### config.mk
export PLATFORM = sky130hd
export DESIGN_NAME = mouse_master_sm_flat
export DESIGN_NICKNAME = d
export VERILOG_FILES = /design/src/rtl/mouse_master_sm_if.sv /design/src/rtl/mouse_master_sm.sv /design/src/flat_wrapper.sv
export SDC_FILE = /design/constraint.sdc
export NUM_CORES = 1
export LEC_CHECK = 0
export ABC_AREA = 1
export CELL_PAD_IN_SITES_DETAIL_PLACEMENT = 1
export CELL_PAD_IN_SITES_GLOBAL_PLACEMENT = 1
export CORE_UTILIZATION = 44
export DETAILED_ROUTE_END_ITERATION = 8
export PLACE_DENSITY = 0.89
export SLEW_MARGIN = 15
export SYNTH_ARGS = -nofsm -noshare
export SYNTH_HDL_FRONTEND = slang
export SYNTH_SLANG_ARGS = --single-unit
### constraint.sdc
create_clock -name CLK -period 7.21 [get_ports CLK]
set_input_delay 1.8025 -clock CLK [delete_from_list [all_inputs] [get_ports CLK]]
set_output_delay 1.8025 -clock CLK [all_outputs]
set_load 0.02 [all_outputs]
### src/rtl/mouse_master_sm_if.sv
// PS/2 mouse master bus: transmitter, receiver and position/display side.
// The controller takes the master modport; the environment takes the slave modport.
interface mouse_master_sm_if;
  logic       SEND_BYTE;
  logic [7:0] BYTE_TO_SEND;
  logic       BYTE_SENT;
  logic       READ_ENABLE;
  logic [7:0] BYTE_READ;
  logic [1:0] BYTE_ERROR_CODE;
  logic       BYTE_READY;
  logic [7:0] MOUSE_STATUS;
  logic [7:0] MOUSE_DX;
  logic [7:0] MOUSE_DY;
  logic       SEND_INTERRUPT;
  logic [3:0] MASTER_STATE;

  modport master (
    output SEND_BYTE, BYTE_TO_SEND, READ_ENABLE,
    output MOUSE_STATUS, MOUSE_DX, MOUSE_DY, SEND_INTERRUPT, MASTER_STATE,
    input  BYTE_SENT, BYTE_READ, BYTE_ERROR_CODE, BYTE_READY
  );

  modport slave (
    input  SEND_BYTE, BYTE_TO_SEND, READ_ENABLE,
    input  MOUSE_STATUS, MOUSE_DX, MOUSE_DY, SEND_INTERRUPT, MASTER_STATE,
    output BYTE_SENT, BYTE_READ, BYTE_ERROR_CODE, BYTE_READY
  );
endinterface

### src/rtl/mouse_master_sm.sv
// PS/2 mouse master sequencer: host init handshake (0xFF reset, ACK/self-test/ID,
// 0xF4 enable, ACK), then 3-byte stream packet assembly and publication.
module mouse_master_sm #(
  parameter int INIT_DELAY   = 5_000_000,
  parameter int BYTE_TIMEOUT = 2_500_000,
  parameter int CTR_W        = 23
) (
  input  logic               CLK,
  input  logic               RESET,
  mouse_master_sm_if.master  bus
);

  typedef enum logic [3:0] {
    INIT        = 4'd0,
    TX_RST      = 4'd1,
    WT_RST_SENT = 4'd2,
    WT_ACK1     = 4'd3,
    WT_SELFTEST = 4'd4,
    WT_ID       = 4'd5,
    TX_EN       = 4'd6,
    WT_EN_SENT  = 4'd7,
    WT_ACK2     = 4'd8,
    PKT0        = 4'd9,
    PKT1        = 4'd10,
    PKT2        = 4'd11,
    PUBLISH     = 4'd12
  } state_e;

  localparam logic [CTR_W-1:0] INIT_LAST = CTR_W'(INIT_DELAY - 1);
  localparam logic [CTR_W-1:0] TO_LAST   = CTR_W'(BYTE_TIMEOUT - 1);

  state_e           state_q, state_d;
  logic [CTR_W-1:0] ctr_q, ctr_d;
  logic             send_q, rd_en_q, int_q;
  logic [7:0]       tx_byte_q, status_q, dx_q, dy_q;
  logic [7:0]       s0_q, s1_q, s2_q;

  logic good, bad, tmo;

  assign good = bus.BYTE_READY && (bus.BYTE_ERROR_CODE == 2'b00);
  assign bad  = bus.BYTE_READY && (bus.BYTE_ERROR_CODE != 2'b00);
  assign tmo  = (ctr_q == TO_LAST);

  // Next-state and shared counter: the counter restarts on every state change, so each
  // wait state measures its own timeout from entry; PKT0 waits forever and holds it at 0.
  always_comb begin
    state_d = state_q;
    case (state_q)
      INIT:        if (ctr_q == INIT_LAST) state_d = TX_RST;
      TX_RST:      state_d = WT_RST_SENT;
      WT_RST_SENT: if (bus.BYTE_SENT) state_d = WT_ACK1;
                   else if (tmo)      state_d = INIT;
      WT_ACK1:     if (bus.BYTE_READY) state_d = (good && bus.BYTE_READ == 8'hFA) ? WT_SELFTEST : INIT;
                   else if (tmo)       state_d = INIT;
      WT_SELFTEST: if (bus.BYTE_READY) state_d = (good && bus.BYTE_READ == 8'hAA) ? WT_ID : INIT;
                   else if (tmo)       state_d = INIT;
      WT_ID:       if (bus.BYTE_READY) state_d = (good && bus.BYTE_READ == 8'h00) ? TX_EN : INIT;
                   else if (tmo)       state_d = INIT;
      TX_EN:       state_d = WT_EN_SENT;
      WT_EN_SENT:  if (bus.BYTE_SENT) state_d = WT_ACK2;
                   else if (tmo)      state_d = INIT;
      WT_ACK2:     if (bus.BYTE_READY) state_d = (good && bus.BYTE_READ == 8'hFA) ? PKT0 : INIT;
                   else if (tmo)       state_d = INIT;
      // Status byte must carry the always-one bit 3; anything else is dropped to resync.
      PKT0:        if (good && bus.BYTE_READ[3]) state_d = PKT1;
      PKT1:        if (bad)       state_d = PKT0;
                   else if (good) state_d = PKT2;
                   else if (tmo)  state_d = PKT0;
      PKT2:        if (bad)       state_d = PKT0;
                   else if (good) state_d = PUBLISH;
                   else if (tmo)  state_d = PKT0;
      PUBLISH:     state_d = PKT0;
      default:     state_d = INIT;
    endcase

    ctr_d = ctr_q + CTR_W'(1);
    if (state_d != state_q || state_q == PKT0) ctr_d = '0;
  end

  // State register and cycle counter.
  always_ff @(posedge CLK or posedge RESET) begin
    if (RESET) begin
      state_q <= INIT;
      ctr_q   <= '0;
    end else begin
      state_q <= state_d;
      ctr_q   <= ctr_d;
    end
  end

  // Registered handshake outputs, decoded from the next state so they line up with it.
  always_ff @(posedge CLK or posedge RESET) begin
    if (RESET) begin
      send_q    <= 1'b0;
      tx_byte_q <= 8'h00;
      rd_en_q   <= 1'b0;
    end else begin
      send_q  <= (state_d == TX_RST) || (state_d == TX_EN);
      rd_en_q <= (state_d != INIT);
      if (state_d == TX_RST)     tx_byte_q <= 8'hFF;
      else if (state_d == TX_EN) tx_byte_q <= 8'hF4;
    end
  end

  // Shadow packet bytes; only a complete packet reaches the MOUSE_* outputs.
  always_ff @(posedge CLK or posedge RESET) begin
    if (RESET) begin
      s0_q <= 8'h00;
      s1_q <= 8'h00;
      s2_q <= 8'h00;
    end else if (good) begin
      if (state_q == PKT0 && bus.BYTE_READ[3]) s0_q <= bus.BYTE_READ;
      if (state_q == PKT1)                     s1_q <= bus.BYTE_READ;
      if (state_q == PKT2)                     s2_q <= bus.BYTE_READ;
    end
  end

  // Publication: outputs and interrupt update together at the end of the PUBLISH cycle.
  always_ff @(posedge CLK or posedge RESET) begin
    if (RESET) begin
      status_q <= 8'h00;
      dx_q     <= 8'h00;
      dy_q     <= 8'h00;
      int_q    <= 1'b0;
    end else begin
      int_q <= (state_q == PUBLISH);
      if (state_q == PUBLISH) begin
        status_q <= s0_q;
        dx_q     <= s1_q;
        dy_q     <= s2_q;
      end
    end
  end

  assign bus.SEND_BYTE      = send_q;
  assign bus.BYTE_TO_SEND   = tx_byte_q;
  assign bus.READ_ENABLE    = rd_en_q;
  assign bus.MOUSE_STATUS   = status_q;
  assign bus.MOUSE_DX       = dx_q;
  assign bus.MOUSE_DY       = dy_q;
  assign bus.SEND_INTERRUPT = int_q;
  assign bus.MASTER_STATE   = state_q;

endmodule

### src/flat_wrapper.sv
// flat-port wrapper written by rule: the top's interface ports become plain ports
module mouse_master_sm_flat 
#(
  parameter int INIT_DELAY   = 5_000_000,
  parameter int BYTE_TIMEOUT = 2_500_000,
  parameter int CTR_W        = 23
)
  (CLK, RESET, bus_SEND_BYTE, bus_BYTE_TO_SEND, bus_READ_ENABLE, bus_MOUSE_STATUS, bus_MOUSE_DX, bus_MOUSE_DY, bus_SEND_INTERRUPT, bus_MASTER_STATE, bus_BYTE_SENT, bus_BYTE_READ, bus_BYTE_ERROR_CODE, bus_BYTE_READY);
  mouse_master_sm_if bus_i ();
  input  logic CLK;
  input  logic RESET;
  output wire logic [$bits(bus_i.SEND_BYTE)-1:0] bus_SEND_BYTE;
  output wire logic [$bits(bus_i.BYTE_TO_SEND)-1:0] bus_BYTE_TO_SEND;
  output wire logic [$bits(bus_i.READ_ENABLE)-1:0] bus_READ_ENABLE;
  output wire logic [$bits(bus_i.MOUSE_STATUS)-1:0] bus_MOUSE_STATUS;
  output wire logic [$bits(bus_i.MOUSE_DX)-1:0] bus_MOUSE_DX;
  output wire logic [$bits(bus_i.MOUSE_DY)-1:0] bus_MOUSE_DY;
  output wire logic [$bits(bus_i.SEND_INTERRUPT)-1:0] bus_SEND_INTERRUPT;
  output wire logic [$bits(bus_i.MASTER_STATE)-1:0] bus_MASTER_STATE;
  input wire logic [$bits(bus_i.BYTE_SENT)-1:0] bus_BYTE_SENT;
  input wire logic [$bits(bus_i.BYTE_READ)-1:0] bus_BYTE_READ;
  input wire logic [$bits(bus_i.BYTE_ERROR_CODE)-1:0] bus_BYTE_ERROR_CODE;
  input wire logic [$bits(bus_i.BYTE_READY)-1:0] bus_BYTE_READY;
  assign bus_SEND_BYTE = bus_i.SEND_BYTE;
  assign bus_BYTE_TO_SEND = bus_i.BYTE_TO_SEND;
  assign bus_READ_ENABLE = bus_i.READ_ENABLE;
  assign bus_MOUSE_STATUS = bus_i.MOUSE_STATUS;
  assign bus_MOUSE_DX = bus_i.MOUSE_DX;
  assign bus_MOUSE_DY = bus_i.MOUSE_DY;
  assign bus_SEND_INTERRUPT = bus_i.SEND_INTERRUPT;
  assign bus_MASTER_STATE = bus_i.MASTER_STATE;
  assign bus_i.BYTE_SENT = bus_BYTE_SENT;
  assign bus_i.BYTE_READ = bus_BYTE_READ;
  assign bus_i.BYTE_ERROR_CODE = bus_BYTE_ERROR_CODE;
  assign bus_i.BYTE_READY = bus_BYTE_READY;
  mouse_master_sm #(.INIT_DELAY(INIT_DELAY), .BYTE_TIMEOUT(BYTE_TIMEOUT), .CTR_W(CTR_W)) u_core (.CLK(CLK), .RESET(RESET), .bus(bus_i));
endmodule
Word-level counts from Yosys, hierarchy flattened
Index checks and enable logic that the tools add are counted.
{ "totals": {"input_bits": 14, "word_cells": 72, "output_inout_bits": 39, "ff_bits": 86} }
{ "classes": {"addsub": 1, "n_eq_ne": 19, "muxes": 22, "n_reduce_logical": 18} }
{ "op_table": {"columns": ["cell", "n"], "rows": [
  ["2-to-1 mux 4 bit", 15],
  ["case mux 4 bit (13 select lines)", 1],
  ["adder 23 x 1 -> 23 bit (second input constant)", 1],
  ["equality test 23 x 22 -> 1 bit (second input constant)", 1],
  ["equality test 23 bit (second input constant)", 1],
  ["2-to-1 mux 23 bit", 1],
  ["equality test 4 x 3 -> 1 bit (second input constant)", 5],
  ["equality test 4 bit (second input constant)", 5],
  ["equality test 8 bit (second input constant)", 2],
  ["2-to-1 mux 8 bit", 2],
  ["2-to-1 mux 3 bit", 3],
  ["equality test 4 x 1 -> 1 bit (second input constant)", 2],
  ["equality test 4 x 2 -> 1 bit (second input constant)", 2],
  ["zero test 8 bit", 1],
  ["logical AND 1 bit", 7],
  ["AND reduction 2 bit", 3],
  ["zero test 4 bit", 1],
  ["!= test 4 bit", 1],
  ["nonzero test 2 bit", 2],
  ["nonzero test 4 bit", 1],
  ["zero test 2 bit", 1],
  ["logical OR 1 bit", 2]
]} }

Logic depth before layout (Yosys ltp)
{ "logic_depth": {"word_depth": 9, "mapped_depth": 16, "ltp_nobuf": 14} }

Worst setup path after synthesis
OpenSTA, ideal clock, no wires.
{ "synth_timing": {"kind": "in2reg", "start": "input port bus_BYTE_ERROR_CODE[1]", "end": "register u_core.ctr_q[13]", "arrival_time_ns": 3.071, "required_time_ns": 7.088, "setup_ns": 0.122, "stages": 13, "setup_slack_ns": 4.017, "path_buffers": 1, "cell_sequence": "nor2_2 > inv_1 > nor2_2 > nand2_1 > nand2_1 > nand3_1 > nor2_1 > nand4_1 > o21ai_0 > nand2_1 > nand3_2 > buf_6 > nor2_2"} }
{ "synth_via": {"elab_chain_cells": 9, "word_cells_on_any_way": 25, "classes_between": "eq/ne: 1; mux: 15; reduce/logical: 9"} }
{ "synth_rtl": {"columns": ["element", "line_no", "source"], "rows": [
  ["start: declaration", "flat_wrapper.sv:22", "input wire logic [$bits(bus_i.BYTE_ERROR_CODE)-1:0] bus_BYTE_ERROR_CODE;"],
  ["zero test 2 bit", "mouse_master_sm.sv:40", "assign good = bus.BYTE_READY && (bus.BYTE_ERROR_CODE == 2'b00);"],
  ["logical AND 1 bit", "mouse_master_sm.sv:40", null],
  ["logical AND 1 bit (on tied branches)", null, null],
  ["2-to-1 mux 4 bit, or another cell as far along", "mouse_master_sm.sv:62", "WT_ACK2: if (bus.BYTE_READY) state_d = (good && bus.BYTE_READ == 8'hFA) ? PKT0 : INIT;"],
  ["2-to-1 mux 4 bit (on tied branches)", null, null],
  ["case mux 4 bit (13 select lines) *", "mouse_master_sm.sv:48", "case (state_q)"],
  ["!= test 4 bit *", "mouse_master_sm.sv:77", "if (state_d != state_q || state_q == PKT0) ctr_d = '0;"],
  ["logical OR 1 bit *", "mouse_master_sm.sv:77", null],
  ["2-to-1 mux 23 bit *", "mouse_master_sm.sv:77", null],
  ["via u_core.ctr_d[13]", "mouse_master_sm.sv:33", "logic [CTR_W-1:0] ctr_q, ctr_d;"],
  ["end signal: assignment", "mouse_master_sm.sv:87", "ctr_q <= ctr_d;"],
  ["end: declaration", "mouse_master_sm.sv:33", null]
]} }
The timed path passes the listed nets; every way through them passes the cells marked *.
A chain may end at the register's enable or synchronous reset.

Worst setup path after layout
{ "layout_timing": {"start": "input port bus_BYTE_READY", "end": "register u_core.ctr_q[0]"} }
{ "layout_via": {"elab_chain_cells": 8, "word_cells_on_any_way": 23, "classes_between": "eq/ne: 1; mux: 15; reduce/logical: 7"} }
{ "layout_rtl": {"columns": ["element", "line_no", "source"], "rows": [
  ["start: declaration", "flat_wrapper.sv:23", "input wire logic [$bits(bus_i.BYTE_READY)-1:0] bus_BYTE_READY;"],
  ["logical AND 1 bit", "mouse_master_sm.sv:40", null],
  ["logical AND 1 bit (on tied branches)", null, null],
  ["2-to-1 mux 4 bit, or another cell as far along", "mouse_master_sm.sv:62", null],
  ["2-to-1 mux 4 bit (on tied branches)", null, null],
  ["case mux 4 bit (13 select lines) *", "mouse_master_sm.sv:48", null],
  ["!= test 4 bit *", "mouse_master_sm.sv:77", null],
  ["logical OR 1 bit *", "mouse_master_sm.sv:77", null],
  ["2-to-1 mux 23 bit *", "mouse_master_sm.sv:77", null],
  ["via u_core.ctr_d[0]", "mouse_master_sm.sv:33", null]
]} }
Marked as above.

==> reports/metrics.cfg <==
[power]
p_leak_uw=0.00230
power_uw=1000
peakVddDrop_mv=0.163
power_density_nw_per_um2=209

[timing]
fin_setup_tns_ns=0
finalSetupViolCount=0
timing.slew.headroom=0.334
hold_violations=0
fin_skew_ns=0.00785
min_period_over_period=0.593
fmax_mhz=234
tightestPinTransition_ns=0.999
slew_viol_final=0
whs_ns=0.472
min_period_ns=4.28
rsz0062_at_grt=false

[layout]
seq_area_sq_um=2000
final_core_util=0.542
multi_input_area_sq_um=1780
drive_above_1_share=0.0982
final_nets=580
n_antenna_cell=0
area_growth_pct=17.9
instances_no_fill=678
fill_cells=1120

[worst_setup_path]
worstPathArrival_ns=4.55
required_ns=7.48
crit_type=input port to flop
start_kind=input port
endpoint_kind=flop
reg2reg_slack_ns=4.06
reg2reg_depth=12
cp_max_fo=23

[grt]
grt_antenna_before_repair=0
grtUsageTotal=0.238
grt_pass1_wl_mm=18.2
grt.overflow.total=0
grt_pass1_vias=3713
grt_max_degree=81

[floorplan]
start_util=0.460
die_x_um=98.2
dieArea_sq_um=9640
rows=34
ios=53
core_area_sq_um=8850
die_height_um=98.2

[clock_tree]
cts_buffers=9
cts_hold_buf=0
cts_resized=0
clockBufferDepth=2
postCtsSetupBuffers=0
cts.sinks=80
clkTransAtPathRegs_ns=0.09
htree_levels=3
tritoncts=done
clock_latency_ns=0.37
cts_root_buffer=clkbuf_8

[worst_hold_path]
hold_path_class=flop to flop
whs_path_depth=2

[logic_synthesis]
synth_area_leaders=dfrtp_1, nand2_1, nor2_1
ys_seq_area_frac=0.492
synth_top_area_frac=0.492
syn-cell-area_sq_um=4070
yosys_register_bits=80
synth_top_cell_by_area=dfrtp_1
synth_nets=534
synth_cell_types=30
syn-instance-count=519
avgSynthCellArea_sq_um=7.84
synth_warnings=0

[detailed_routing]
viasPerCell=5.21
avgRoutedWirePerCell_um=15.6
drt_iter0_drc=158
drt_wl_total_mm=10.6
dr_total_vias=3534
first_pass_iters=6
ant_nets=0
drc=4

[place]
hpwl_mm=7.77
dp.cells=662
gp_congestion=0.904
portBuffers=52

[outcome]
outcome=complete, but fails checks
violations=design-rule violations

[flow_run]
timing.max_cap.violations=0

[per-stage QoR]
step           setup WS, ns  area, sq um
2_1_floorplan          3.36         4070
3_3_place_gp           2.75         4620
4_1_cts                2.94         4800
5_1_grt                2.61         4800
6_report               2.93         4800
3_5_place_dp           2.58         4620
[cells by family (layout without fill, tap and decap cells)]
logic type,count (synthesis),count (layout),synth area share
AO/OA/AOI/OAI,40,40,0.0532
XOR/XNOR,19,19,0.0409
flip-flops,80,80,0.492
buffers and inverters,64,115,0.0704
AND/OR/NAND/NOR,315,315,0.340
adder cells (fa/ha/maj),1,1,0.00307
[final timing paths]
path | endpoint | from
setup reg to reg | u_core.ctr_q[0] | u_core.bus.MASTER_STATE[1]
max in group asynchronous | u_core.bus.MOUSE_DY[4] | RESET
setup / recovery | u_core.ctr_q[0] | bus_BYTE_READY
hold / removal | u_core.s0_q[3] | u_core.s0_q[3]
hold reg to reg | u_core.s0_q[3] | u_core.s0_q[3]
min in group asynchronous | u_core.bus.MOUSE_DX[4] | RESET
[power by group]
group / switching [uW] / internal [uW] / leakage [uW]
clock: 181 / 127 / 0.0000822
combinational: 145 / 58.3 / 0.00112
sequential: 24.0 / 468 / 0.00109
total: 350 / 653 / 0.00230
[critical path, cell delays in order]
cell             delay [ns]
clkdlybuf4s50_1        0.51
inv_1                  0.39
nor2_2                 0.12
nand3_2                0.26
nand2_1                0.11
o21bai_1               0.18
o21bai_1               0.14
nand2_1                0.07
nor2_1                 0.13
nand3_2                0.54
nor2_1                 0.29
[registers in the layout, indices dropped and copies added, names as in the netlist]
signal and flops:
u_core.ctr_q 23, u_core.bus.MOUSE_DX 8, u_core.bus.MOUSE_DY 8, u_core.bus.MOUSE_STATUS 8, u_core.s0_q 8, u_core.s1_q 8
u_core.s2_q 8, u_core.bus.MASTER_STATE 4, u_core.bus.BYTE_TO_SEND 2, u_core.bus.READ_ENABLE 1, u_core.bus.SEND_BYTE 1, u_core.bus.SEND_INTERRUPT 1
[routing by layer]
layer / track usage / wire length [um]
met1: 0.320 / 5100
met2: 0.387 / 4970
met5: 0 / 0
met3: 0.0458 / 341
met4: 0.0781 / 195
[synth_stat cells]
master    number
buf_6          2
inv_1         43
and3_1         1
nor2_2        24
nor3b_1        1
o31ai_1        1
o21ai_0       31
nor4_1         2
nor4_2         1
nand3_1       32
clkbuf_1       7
xor2_1        15
nand2_2        4
nor2_1        59
nand3_2        5
ha_1           1
a21oi_1        3
o41ai_1        1
dfrtp_1       80
nand2_1      170
nand3b_1       2
buf_2          1
inv_2          3
o211ai_1       1
xnor2_1        4
nand4_1        9
buf_4          8
nor3_2         1
o21bai_1       3
nor3_1         4
[cells in the final DEF (no fill, tap or decap), types with 4 or more instances in the layout]
master,count
clkbuf_8,9
clkdlybuf4s50_1,52
dfrtp_1,80
inv_1,42
nand2_1,170
nand2_2,4
nand3_1,32
nand3_2,5
nand4_1,9
nor2_1,59
nor2_2,24
nor3_1,4
o21ai_0,31
xnor2_1,4
xor2_1,15
[area by class of cell]
cell class | instances | area share
sequential | 80 | 0.417
multi-input combinational | 375 | 0.371
timing repair buffer | 53 | 0.110
inverter | 46 | 0.0363
tap | 108 | 0.0282
clock buffer | 9 | 0.0258
clock inverter | 7 | 0.0112
Note: power is estimated with default switching activity, not from simulation.
